==> src/rtl/mem_access_unit.sv <==
// MEM-stage data-memory access unit: turns the EX/MEM load/store request into a
// req/ack bus transaction, steering store lanes and extending load data.
module mem_access_unit #(
   parameter int TIMEOUT_CYCLES = 16
) (
   input  logic        CLK,
   input  logic        RST,
   input  logic [31:0] MEM_ADDR_IN,
   input  logic [31:0] MEM_STORE_DATA,
   input  logic        MEM_MEM_READ,
   input  logic        MEM_MEM_WRITE,
   input  logic [2:0]  MEM_FUNC3,
   input  logic        BUS_ACK,
   input  logic [31:0] BUS_RDATA,
   output logic        BUS_REQ,
   output logic        BUS_WE,
   output logic [31:0] BUS_ADDR,
   output logic [31:0] BUS_WDATA,
   output logic [3:0]  BUS_BE,
   output logic [31:0] LOAD_DATA,
   output logic        STALL,
   output logic        MISALIGNED,
   output logic        BUS_ERR
);

   localparam int CNT_W = $clog2(TIMEOUT_CYCLES + 1);
   localparam logic [CNT_W-1:0] CNT_LAST = CNT_W'(TIMEOUT_CYCLES - 1);

   typedef enum logic [1:0] {ST_IDLE, ST_WAIT, ST_DONE} state_t;

   state_t            state_reg;
   logic [CNT_W-1:0]  cnt_reg;
   logic [1:0]        off_reg;
   logic [2:0]        func3_reg;

   logic        access;
   logic        is_write;
   logic        misaligned;
   logic [1:0]  off_in;
   logic [3:0]  be_steer;
   logic [31:0] wdata_steer;
   logic [7:0]  load_byte;
   logic [15:0] load_half;
   logic [31:0] load_ext;

   // A simultaneous read+write request is served as a read.
   assign access   = MEM_MEM_READ | MEM_MEM_WRITE;
   assign is_write = MEM_MEM_WRITE & ~MEM_MEM_READ;
   assign off_in   = MEM_ADDR_IN[1:0];

   assign misaligned = ((MEM_FUNC3[1:0] == 2'b01) && off_in[0]) ||
                       ((MEM_FUNC3[1:0] == 2'b10) && (off_in != 2'b00));

   // STALL asserts in the request cycle itself so the pipeline never advances past it.
   assign STALL = (state_reg == ST_WAIT) ||
                  ((state_reg == ST_IDLE) && access && !misaligned);

   always_comb begin
      be_steer    = 4'b0000;
      wdata_steer = MEM_STORE_DATA;
      case (MEM_FUNC3[1:0])
         2'b00: begin
            be_steer    = 4'b0001 << off_in;
            wdata_steer = {4{MEM_STORE_DATA[7:0]}};
         end
         2'b01: begin
            be_steer    = 4'b0011 << off_in;
            wdata_steer = {2{MEM_STORE_DATA[15:0]}};
         end
         2'b10: begin
            be_steer    = 4'hF;
            wdata_steer = MEM_STORE_DATA;
         end
         default: begin
            be_steer    = 4'b0000;
            wdata_steer = MEM_STORE_DATA;
         end
      endcase
   end

   // Extraction uses the offset/funct3 latched at request time, not the live inputs.
   always_comb begin
      load_byte = BUS_RDATA[8*off_reg +: 8];
      load_half = BUS_RDATA[16*off_reg[1] +: 16];
      case (func3_reg)
         3'b000:  load_ext = {{24{load_byte[7]}}, load_byte};
         3'b100:  load_ext = {24'b0, load_byte};
         3'b001:  load_ext = {{16{load_half[15]}}, load_half};
         3'b101:  load_ext = {16'b0, load_half};
         3'b010:  load_ext = BUS_RDATA;
         default: load_ext = 32'b0;
      endcase
   end

   always_ff @(posedge CLK) begin
      if (RST) begin
         state_reg  <= ST_IDLE;
         cnt_reg    <= '0;
         off_reg    <= 2'b00;
         func3_reg  <= 3'b000;
         BUS_REQ    <= 1'b0;
         BUS_WE     <= 1'b0;
         BUS_ADDR   <= 32'b0;
         BUS_WDATA  <= 32'b0;
         BUS_BE     <= 4'b0000;
         LOAD_DATA  <= 32'b0;
         MISALIGNED <= 1'b0;
         BUS_ERR    <= 1'b0;
      end else begin
         MISALIGNED <= 1'b0;
         BUS_ERR    <= 1'b0;
         case (state_reg)
            ST_IDLE: begin
               if (access) begin
                  if (misaligned) begin
                     MISALIGNED <= 1'b1;
                     LOAD_DATA  <= 32'b0;
                  end else begin
                     BUS_ADDR  <= {MEM_ADDR_IN[31:2], 2'b00};
                     BUS_WE    <= is_write;
                     BUS_BE    <= is_write ? be_steer : 4'b0000;
                     BUS_WDATA <= is_write ? wdata_steer : 32'b0;
                     BUS_REQ   <= 1'b1;
                     cnt_reg   <= '0;
                     off_reg   <= off_in;
                     func3_reg <= MEM_FUNC3;
                     state_reg <= ST_WAIT;
                  end
               end
            end
            ST_WAIT: begin
               cnt_reg <= cnt_reg + 1'b1;
               // ACK wins over timeout when both land on the last cycle.
               if (BUS_ACK) begin
                  if (!BUS_WE) LOAD_DATA <= load_ext;
                  BUS_REQ   <= 1'b0;
                  state_reg <= ST_DONE;
               end else if (cnt_reg == CNT_LAST) begin
                  BUS_REQ   <= 1'b0;
                  BUS_ERR   <= 1'b1;
                  LOAD_DATA <= 32'b0;
                  state_reg <= ST_DONE;
               end
            end
            ST_DONE: state_reg <= ST_IDLE;
            default: state_reg <= ST_IDLE;
         endcase
      end
   end

endmodule

==> config.mk <==
export PLATFORM = sky130hd
export DESIGN_NAME = mem_access_unit
export DESIGN_NICKNAME = d
export VERILOG_FILES = /design/src/rtl/mem_access_unit.sv
export SDC_FILE = /design/constraint.sdc
export NUM_CORES = 1
export LEC_CHECK = 0
export BUFFER_PORTS_ARGS = -buffer_cell sky130_fd_sc_hd__clkbuf_2
export CORE_MARGIN = 4
export CORE_UTILIZATION = 39
export CTS_BUF_LIST = sky130_fd_sc_hd__clkbuf_4 sky130_fd_sc_hd__clkbuf_8
export DETAILED_ROUTE_END_ITERATION = 8
export GPL_TIMING_DRIVEN = 0
export MAX_ROUTING_LAYER = met4
export PLACE_DENSITY_LB_ADDON = 0.25
export SLEW_MARGIN = 20
export SYNTH_ARGS = -nofsm -noshare
export SYNTH_HDL_FRONTEND = slang
export SYNTH_SLANG_ARGS = --single-unit
==> constraint.sdc <==
create_clock -name CLK -period 2.6 [get_ports CLK]
set_input_delay 0.26 -clock CLK [delete_from_list [all_inputs] [get_ports CLK]]
set_output_delay 0.26 -clock CLK [all_outputs]
set_load 0.05 [all_outputs]
==> results of run 1 <==
-- synth_stat cells (2+ instances only) --
cell,number
a211o_1,2
a21oi_1,71
a21oi_2,2
a221o_1,7
a221oi_1,8
a22o_1,13
and3_1,2
buf_1,2
buf_2,12
buf_4,5
buf_6,3
clkbuf_1,24
dfxtp_1,114
ha_1,2
inv_1,5
mux2_2,9
mux2i_1,27
nand2_1,104
nand2b_1,6
nand3_1,4
nor2_1,25
nor2b_1,2
nor3_1,5
nor3b_1,8
o21ai_0,29
o2bb2ai_1,24
o31ai_1,3
or2_2,2
xor2_1,2
-- worst paths after layout --
kind | start | end | slack, ns
setup / recovery | state_reg[0] | STALL | 0.31
hold / removal | MEM_ADDR_IN[3] | BUS_ADDR[3] | 0.05
hold reg to reg | BUS_ADDR[27] | BUS_ADDR[27] | 0.45
setup reg to reg | cnt_reg[0] | LOAD_DATA[4] | 0.39
-- cell type report --
class | instances | area, um2 | area share
Timing Repair Buffer | 205 | 1030 | 0.159
Buffer | 46 | 230 | 0.0354
Clock inverter | 13 | 161 | 0.0248
Clock buffer | 19 | 255 | 0.0393
Multi-Input combinational cell | 377 | 2310 | 0.355
Tap cell | 168 | 210 | 0.0323
Inverter | 5 | 18.8 | 0.00289
Sequential cell | 114 | 2280 | 0.351
-- power by group through the flow --
stage	sequential [W]	combinational (W)	clock, W
3_3_place_gp	0.00194	0.00107	0
5_1_grt	0.00192	0.00118	0.00184
6_report	0.00191	0.00110	0.00172
4_1_cts	0.00191	0.00109	0.00176
3_5_place_dp	0.00195	0.00109	0
2_1_floorplan	0.00225	0.000463	0
-- logic make-up (layout without fill, tap and decap cells) --
kind of cell	count (synthesis)	in the layout	share of synthesized area
and+or+nand+nor	168	168	0.156
AOI/OAI and AO/OA	166	166	0.231
DFF	114	114	0.472
buffers and inverters	51	288	0.0513
muxes	36	36	0.0769
xor gates and xnor gates	3	3	0.00699
adders and majority gates	2	2	0.00518
other	1	2	0.000776
-- per-layer routing --
metal | track usage | routed length (um) | share of wire | up-vias
li1 | - | - | - | 2367
met1 | 0.241 | 6150 | 0.42 | 2213
met2 | 0.347 | 7240 | 0.49 | 196
met3 | 0.0613 | 1070 | 0.072 | 28
met4 | 0.0888 | 348 | 0.024 | 0
met5 | - | 0 | 0 | -
-- stage by stage --
| stage | std cells | utilization | hold slack [ns] |
|---|---|---|---|
| after floorplan | 542 | - | 0.337 |
| after global placement | 913 | 0.502 | 0.438 |
| after detailed placement | 913 | 0.502 | 0.446 |
| after CTS | 945 | 0.537 | 0.0133 |
| after global routing | 947 | 0.539 | 0.00904 |
| final | 947 | 0.539 | 0.0488 |
-- layout by cell type (no fill, tap or decap), types with 13 or more instances in the layout --
cell type / instances
nand2_1: 103
clkbuf_1: 23
dfxtp_1: 114
nor2_1: 25
clkbuf_2: 203
mux2i_1: 27
a22o_1: 13
o21ai_0: 29
o2bb2ai_1: 24
a21oi_1: 71
clkbuf_8: 18
-- worst max-delay path, stage by stage, from the launching register on --
cell and delay [ns]:
dfxtp_1 0.40, or2_1 0.28, a221oi_4 0.24, nand2_2 0.15
clkbuf_2 0.21, nand2_1 0.10, clkbuf_4 0.23
-- timing repair --
action,4_1_cts,5_1_grt
hold buffers,0,0
cloned,0,0
gates resized for setup,2,1
endpoints found under the setup margin,1,1
buffers inserted,0,2
hold endpoints to repair,0,0
==> results_dict.tcl, run 1 <==
set metrics [dict create \
    slew_viol_final 0 \
    antenna_found_initial 0 \
    ant_nets 0 \
    power_frac_clock 0.364 \
    drt-vias-per-instance 5.07 \
    fin_tns_setup_ns 0 \
    hold_violations 0 \
    period_share 0.882 \
    powerDensity_mw_per_mm2 727 \
    drt_pass1_iterations 5 \
    crit_fanout 10 \
    fin_crit_ns 2.29 \
    port_buffers 203 \
    fin_worst_skew_ns 0.00766 \
    cts_inserted_buffers 17 \
    post-dp-hpwl_mm 11.5 \
    ctsLongestPathBuffers 2 \
    synth_cells 541 \
    fmax_ghz 0.436 \
    synth_edf_count 0 \
    ys_top_cells_by_area "dfxtp_1 47%, nand2_1 8.1%, a21oi_1 7.4%" \
    clock_latency_ns 0.42 \
    cp.required_ns 2.34 \
    vdd_drop_max_uv 265 \
    relSlewSlack 0.379 \
    async_flop_share 0 \
    drive_gt1_frac 0.358 \
    drv_cap 0 \
    rows 40 \
    placed_area_mm2 0.00606 \
    place_congestion 0.868 \
    intPower_w 0.00316 \
    crit_type "flop to primary output" \
    combPwrFrac 0.233 \
    yosys.area.top_type_share 0.472 \
    fill_cells 1165 \
    yosysUniqueCellTypes 48 \
    yosysWarnings 0 \
    cts_sinks 114 \
    drc 0 \
    drt-wirelength-per-cell_um 15.6 \
    grt_pass1_wl_mm 23.6 \
    synthFlopType "dfxtp_1" \
    power.switching_w 0.00156 \
    p_leak_nw 2.93 \
    ys_ff_latch 114 \
    grt_start_max_net_pins 17 \
    tightest_slew_ns 0.928 \
    fin_nets 872 \
    grtUsageTotal 0.211 \
    start_kind "flop" \
    clock-root-buffer "clkbuf_8" \
    vias 4804 \
    pin_count 209 \
    hold_depth 3 \
    total_power_w 0.00473 \
    endpoint_kind "primary output" \
    dp_slack_ns 0.423 \
    antenna_cells 0 \
    die_x_um 119 \
    worstPathArrival_ns 2.03 \
    syn_to_final_growth_pct 34.5 \
    swShare 0.331 \
    htreeDepth 4 \
    ys_seq_area_frac 0.472 \
    p_seq_frac 0.403 \
    status "completed" \
    die_h_um 119 \
    rsz0062_at_grt "no" \
    core-area_mm2 0.0121 \
    cts_tree "done" \
    die_area_mm2 0.0142 \
    yosysTopAreaCell "dfxtp_1" \
    routed_wl_mm 14.8 \
    ff2ff_path_depth 8 \
    syn_area_per_cell_um2 8.93 \
    top_regs "BUS_WDATA x32, LOAD_DATA x32, BUS_ADDR x30" \
    drt_iter0_drc 339 \
    clkTransAtPathRegs_ns 0.07 \
    grt_pass1_vias 4753 \
    syn_area_mm2 0.00483 \
    worstHoldPathType "input pin to flop" \
    finalSetupViolCount 0 \
    worst_slack_ns 0.307 \
    start_util 0.401 \
    final_cell_area_mm2 0.00650 \
    grt_overflow_total 0 \
]
No activity file was read; power rests on OpenSTA's default activity.
==> run 2: changes to the inputs <==
--- a/config.mk
+++ b/config.mk
@@ -5,9 +5,10 @@
 export SDC_FILE = /design/constraint.sdc
 export NUM_CORES = 1
 export LEC_CHECK = 0
+export ABC_AREA = 1
 export BUFFER_PORTS_ARGS = -buffer_cell sky130_fd_sc_hd__clkbuf_2
 export CORE_MARGIN = 4
-export CORE_UTILIZATION = 39
+export CORE_UTILIZATION = 51
 export CTS_BUF_LIST = sky130_fd_sc_hd__clkbuf_4 sky130_fd_sc_hd__clkbuf_8
 export DETAILED_ROUTE_END_ITERATION = 8
 export GPL_TIMING_DRIVEN = 0
==> run 2 against run 1 <==
  * Synthesized cell count rose by 45%
  * Area after synthesis rose by 13%
  * Clock skew rose by 0.0060 ns
  * Via count up 19%
  * Critical path depth decreased by 2
  * Global-route usage increased by 4.2 points
  * Clock power decreased by 9%
  * First-iteration DRC count rose by 24%
  * Sequential cell count is the same
  * Sequential share of layout area decreased by 2.6 points
  * Die area down 13%
  * Power is 4.3% higher
==> results_dict.tcl, run 2 <==
set metrics [dict create \
    status "completed" \
    die_h_um 111 \
    met1_usage 0.307 \
    drt-wirelength-per-cell_um 13.3 \
    die_x_um 111 \
    start_kind "flop" \
    multiInputGateArea_mm2 0.00256 \
    yosysUniqueCellTypes 38 \
    grtUsageTotal 0.253 \
    grt_util_met3 0.0677 \
    final_core_util 0.676 \
    grt_pass1_vias 5427 \
    async_flop_share 0 \
    fin_tns_setup_ns 0 \
    slew_viol_final 0 \
    yosysTopAreaCell "dfxtp_1" \
    fin_crit_ns 1.97 \
    pin_count 209 \
    yosysMostFrequentCell "nand2_1" \
    final_cell_mix "206 x clkbuf_2, 204 x nand2_1, 114 x dfxtp_1" \
    start_util 0.525 \
    relSlewSlack 0.553 \
    syn_to_final_growth_pct 28.9 \
    drv_cap 0 \
    grt_overflow_total 0 \
    hold_buffers 0 \
    synthFlopType "dfxtp_1" \
    whs_ns 0.114 \
    rsz0062_at_grt "no" \
    cp.required_ns 2.34 \
    rows 37 \
    post-dp-hpwl_mm 12.0 \
    hold_violations 0 \
    fill_cells 998 \
    top_regs "BUS_WDATA x32, LOAD_DATA x32, BUS_ADDR x30" \
    antenna_cells 0 \
    fmax_ghz 0.507 \
    port_buffers 206 \
    fin_nets 1115 \
    fin_worst_skew_ns 0.0137 \
    clkTransAtPathRegs_ns 0.07 \
    syn_area_mm2 0.00544 \
    endpoint_kind "primary output" \
    core-area_mm2 0.0104 \
    powerDensity_mw_per_mm2 703 \
    p_leak_nw 3.60 \
    ctsLongestPathBuffers 2 \
    place_congestion 0.963 \
    period_share 0.759 \
    drt_iter0_drc 420 \
    ys_top_cells_by_area "dfxtp_1 42%, nand2_1 14%, a21oi_1 7.4%" \
    routed_wl_mm 15.4 \
    cts_sinks 114 \
    tightest_slew_ns 0.665 \
    syn_area_per_cell_um2 6.95 \
    final_common_cell "clkbuf_2" \
    worstPathArrival_ns 1.71 \
    final_cell_area_mm2 0.00701 \
    yosys.area.top_type_share 0.420 \
    drt_pass1_iterations 5 \
    busiest_layer "met2" \
    clock-root-buffer "clkbuf_8" \
    vdd_drop_max_uv 410 \
    grt_start_max_net_pins 17 \
    grt_pass1_wl_mm 25.0 \
    crit_fanout 7 \
    ys_ff_latch 114 \
    drc 0 \
    vias 5725 \
    cts_inserted_buffers 17 \
    placed_area_mm2 0.00665 \
    post_cts_buffers 0 \
    ant_nets 0 \
    htreeDepth 4 \
    worstHoldPathType "input pin to flop" \
    clock_latency_ns 0.42 \
    drive_gt1_frac 0.311 \
    cts_tree "done" \
    antenna_found_initial 0 \
    ff_latch_area_mm2 0.00228 \
    synth_edf_count 0 \
    cts_resized 0 \
    finalSetupViolCount 0 \
    yosysWarnings 0 \
    crit_type "flop to primary output" \
    synth_common_cells "204 x nand2_1, 114 x dfxtp_1, 92 x nor2_1, 86 x inv_1, 80 x a21oi_1" \
    die_area_mm2 0.0124 \
    ys_seq_area_frac 0.420 \
    grt_use_met2 0.412 \
    synth_cells 783 \
    drt-vias-per-instance 4.96 \
]
[run 2: critical path, cell delays in order, from the launching register on]
cell	delay, ns
dfxtp_1	0.35
nor2_2	0.23
nand4_1	0.18
nand2_1	0.22
clkbuf_2	0.33
[run 2: path summary, 6_finish.rpt]
path | from | endpoint | slack, ns | cells after the start
worst min register to register | BUS_ADDR[13] | BUS_ADDR[13] | 0.44 | 2
worst min-delay path | MEM_STORE_DATA[4] | BUS_WDATA[4] | 0.11 | 3
worst max-delay path | state_reg[1] | STALL | 0.63 | 4
worst max register to register | cnt_reg[0] | LOAD_DATA[18] | 0.70 | 12
[run 2: per-layer routing]
metal / wire [um] / vias up / share of wire
li1: - / 2938 / -
met1: 6500 / 2531 / 0.42
met2: 7410 / 223 / 0.48
met3: 1170 / 33 / 0.076
met4: 335 / 0 / 0.022
met5: 0 / - / 0
[run 2: cell families after synthesis]
group	synth area share
buffers and inverters	0.111
DFF	0.420
and+or+nand+nor	0.269
adders and majority gates	0.00460
AOI/OAI and AO/OA	0.195
other	0.000689
[run 2: power breakdown]
group	switching (W)	internal [W]	total (W)
Sequential	0.0000689	0.00187	0.00194
Combinational	0.00102	0.000407	0.00142
Clock	0.000702	0.000866	0.00157
[run 2: cell type report]
class | count | area share
Timing Repair Buffer | 206 | 0.147
Tap cell | 136 | 0.0243
Inverter | 90 | 0.0482
Clock buffer | 19 | 0.0364
Multi-Input combinational cell | 536 | 0.364
Buffer | 44 | 0.0382
Clock inverter | 10 | 0.0162
Sequential cell | 114 | 0.325
[run 2: metrics by stage]
stage                     std cells  power, W  worst slack, ns
after floorplan                 784   0.00302            0.947
after global placement         1126   0.00338            0.745
after detailed placement       1126   0.00340            0.739
after CTS                      1155   0.00496            0.619
after global routing           1155   0.00518            0.481
final                          1155   0.00493            0.626
==> run 3: changes to the inputs <==
--- a/config.mk
+++ b/config.mk
@@ -5,10 +5,10 @@
 export SDC_FILE = /design/constraint.sdc
 export NUM_CORES = 1
 export LEC_CHECK = 0
-export ABC_AREA = 1
+export ABC_AREA = 0
 export BUFFER_PORTS_ARGS = -buffer_cell sky130_fd_sc_hd__clkbuf_2
 export CORE_MARGIN = 4
-export CORE_UTILIZATION = 51
+export CORE_UTILIZATION = 49
 export CTS_BUF_LIST = sky130_fd_sc_hd__clkbuf_4 sky130_fd_sc_hd__clkbuf_8
 export DETAILED_ROUTE_END_ITERATION = 8
 export GPL_TIMING_DRIVEN = 0
==> constraint.sdc (replaced) <==
create_clock -name CLK -period 2 [get_ports CLK]
set_input_delay 0.2 -clock CLK [delete_from_list [all_inputs] [get_ports CLK]]
set_output_delay 0.2 -clock CLK [all_outputs]
set_load 0.05 [all_outputs]
==> run 3 against run 2 <==
  * First-iteration DRC count shrank 37%
  * Clock power grew 34%
  * Combinational power grew 8%
  * Power grew 24%
  * Clock-buffer cell count is the same
  * Die area shrank 7.0%
  * Core utilization grew 5.3 points
  * Final area shrank 2.2%
  * Via count shrank 12%
  * Routed wire length shrank 0.66%
  * Sequential cell count is the same
==> results_dict.tcl, run 3 (synthesized netlist as in run 1, its figures left out) <==
set metrics [dict create \
    drt-wirelength-per-cell_um 16.2 \
    ff2ff_setup_slack_ns 0.01 \
    die_x_um 107 \
    power.switching_w 0.00208 \
    place_congestion 0.839 \
    tightest_slew_ns 0.929 \
    antenna_found_initial 0 \
    htreeDepth 4 \
    fin_crit_ns 1.99 \
    swShare 0.339 \
    fin_nets 909 \
    worstPathArrival_ns 2.29 \
    top_regs "BUS_WDATA x32, LOAD_DATA x32, BUS_ADDR x30" \
    grtUsageTotal 0.272 \
    syn_to_final_growth_pct 42.1 \
    final_common_cell "clkbuf_2" \
    crit_top_cell "ha_4" \
    slowest_delay_ns 0.41 \
    ant_nets 0 \
    ff2ff_path_depth 8 \
    hold_violations 0 \
    grt_start_max_net_pins 17 \
    path_cells "ha_4 > and3_4 > ha_4 > a21oi_2 > a2111oi_4 > nor2_4 > buf_6 > a221o_1" \
    relSlewSlack 0.378 \
    rows 35 \
    routed_wl_mm 15.3 \
    final_cell_mix "203 x clkbuf_2, 110 x dfxtp_1, 102 x nand2_1" \
    cts_tree "done" \
    grt_pass1_vias 4994 \
    clkTransAtPathRegs_ns 0.07 \
    crit_fanout 8 \
    vdd_drop_max_uv 476 \
    cts_sinks 114 \
    slew_viol_final 0 \
    path_delay_family "compound AO/OA/AOI/OAI gates" \
    cp_num_buf_inv 1 \
    combPwrFrac 0.252 \
    antenna_cells 0 \
    ctsLongestPathBuffers 2 \
    period_share 0.995 \
    powerDensity_mw_per_mm2 894 \
    drive_gt1_frac 0.369 \
    die_area_mm2 0.0115 \
    start_kind "flop" \
    post-dp-hpwl_mm 11.1 \
    clock_latency_ns 0.42 \
    drt_pass1_iterations 4 \
    intPower_w 0.00405 \
    path_depth 8 \
    pin_count 209 \
    die_h_um 107 \
    drv_cap 0 \
    final_core_util 0.729 \
    grt_pass1_wl_mm 24.3 \
    cts_inserted_buffers 17 \
    fin_worst_skew_ns 0.0147 \
    drt_iter0_drc 263 \
    fin_tns_setup_ns 0 \
    whs_ns 0.0186 \
    grt_overflow_total 0 \
    cp.required_ns 2.30 \
    worstHoldPathType "input pin to flop" \
    clock-root-buffer "clkbuf_8" \
    p_leak_nw 3.10 \
    drc 0 \
    core-area_mm2 0.00942 \
    p_seq_frac 0.404 \
    crit_type "flop to flop" \
    placed_area_mm2 0.00601 \
    endpoint_kind "flop" \
    drt-vias-per-instance 5.34 \
    hold_depth 3 \
    rsz0062_at_grt "yes" \
    slowest_stage "a2111oi_4" \
    start_util 0.513 \
    fmax_ghz 0.503 \
    finalSetupViolCount 0 \
    port_buffers 203 \
    vias 5043 \
    power_frac_clock 0.344 \
    status "completed" \
    final_cell_area_mm2 0.00686 \
]
run 3: cell types whose count changed in the layout (fill, tap and decap cells not counted), sizes merged, moves of 9 or more:
cell and change:
a221oi +9, a22o +13, dlygate4sd3 +28, inv -82, mux2 +9, mux2i +27
nand2 -103, nand3 -14, nor2 -80, nor3b +9, o21ai -56, o2bb2ai +24
run 3: layout make-up:
type | instances | area (um2)
well taps | 129 | 161
multi-input cells | 377 | 2360
clock buffers | 19 | 249
plain buffers | 43 | 230
clock inverters | 13 | 136
flip-flops and latches | 114 | 2290
fillers | 753 | 2550
inverters | 5 | 18.8
repair buffers | 245 | 1420
run 3: stage by stage:
step | setup slack, ns | total power [W] | std cells
after global routing | -0.0618 | 0.00641 | 945
final | 0.0102 | 0.00613 | 945
after detailed placement | -0.158 | 0.00393 | 874
after floorplan | 0.0749 | 0.00352 | 542
after global placement | -0.165 | 0.00390 | 874
after CTS | 0.00206 | 0.00611 | 941
run 3: layer usage:
layer	vias up	routed length, um	GRT usage
met4	0	214	0.0749
met5	-	0	-
met1	2370	6340	0.329
met3	26	1120	0.0726
li1	2439	-	-
met2	208	7640	0.450
run 3: worst min-delay path, cell delays in order:
cell and delay [ns]:
clkbuf_2 0.08, nand2_1 0.05, a21oi_1 0.06
run 3: worst paths after layout:
path | start | endpoint
min reg2reg | BUS_ADDR[18] | BUS_ADDR[18]
max reg2reg | cnt_reg[0] | LOAD_DATA[6]
max | cnt_reg[0] | LOAD_DATA[6]
min | MEM_ADDR_IN[16] | BUS_ADDR[16]
run 3: power by group through the flow:
stage          combinational, W  clock (W)  sequential, W
6_report                0.00154    0.00211        0.00248
5_1_grt                 0.00166    0.00226        0.00249
4_1_cts                 0.00149    0.00214        0.00248
3_5_place_dp            0.00140          0        0.00253
3_3_place_gp            0.00137          0        0.00252
2_1_floorplan          0.000601          0        0.00292
run 3: what timing repair did:
item,in CTS,in global routing
endpoints found under the hold margin,27,1
setup buffers,9,5
setup endpoints to repair,33,41
hold buffers,27,1
pin swaps,5,10
gates resized for setup,13,16
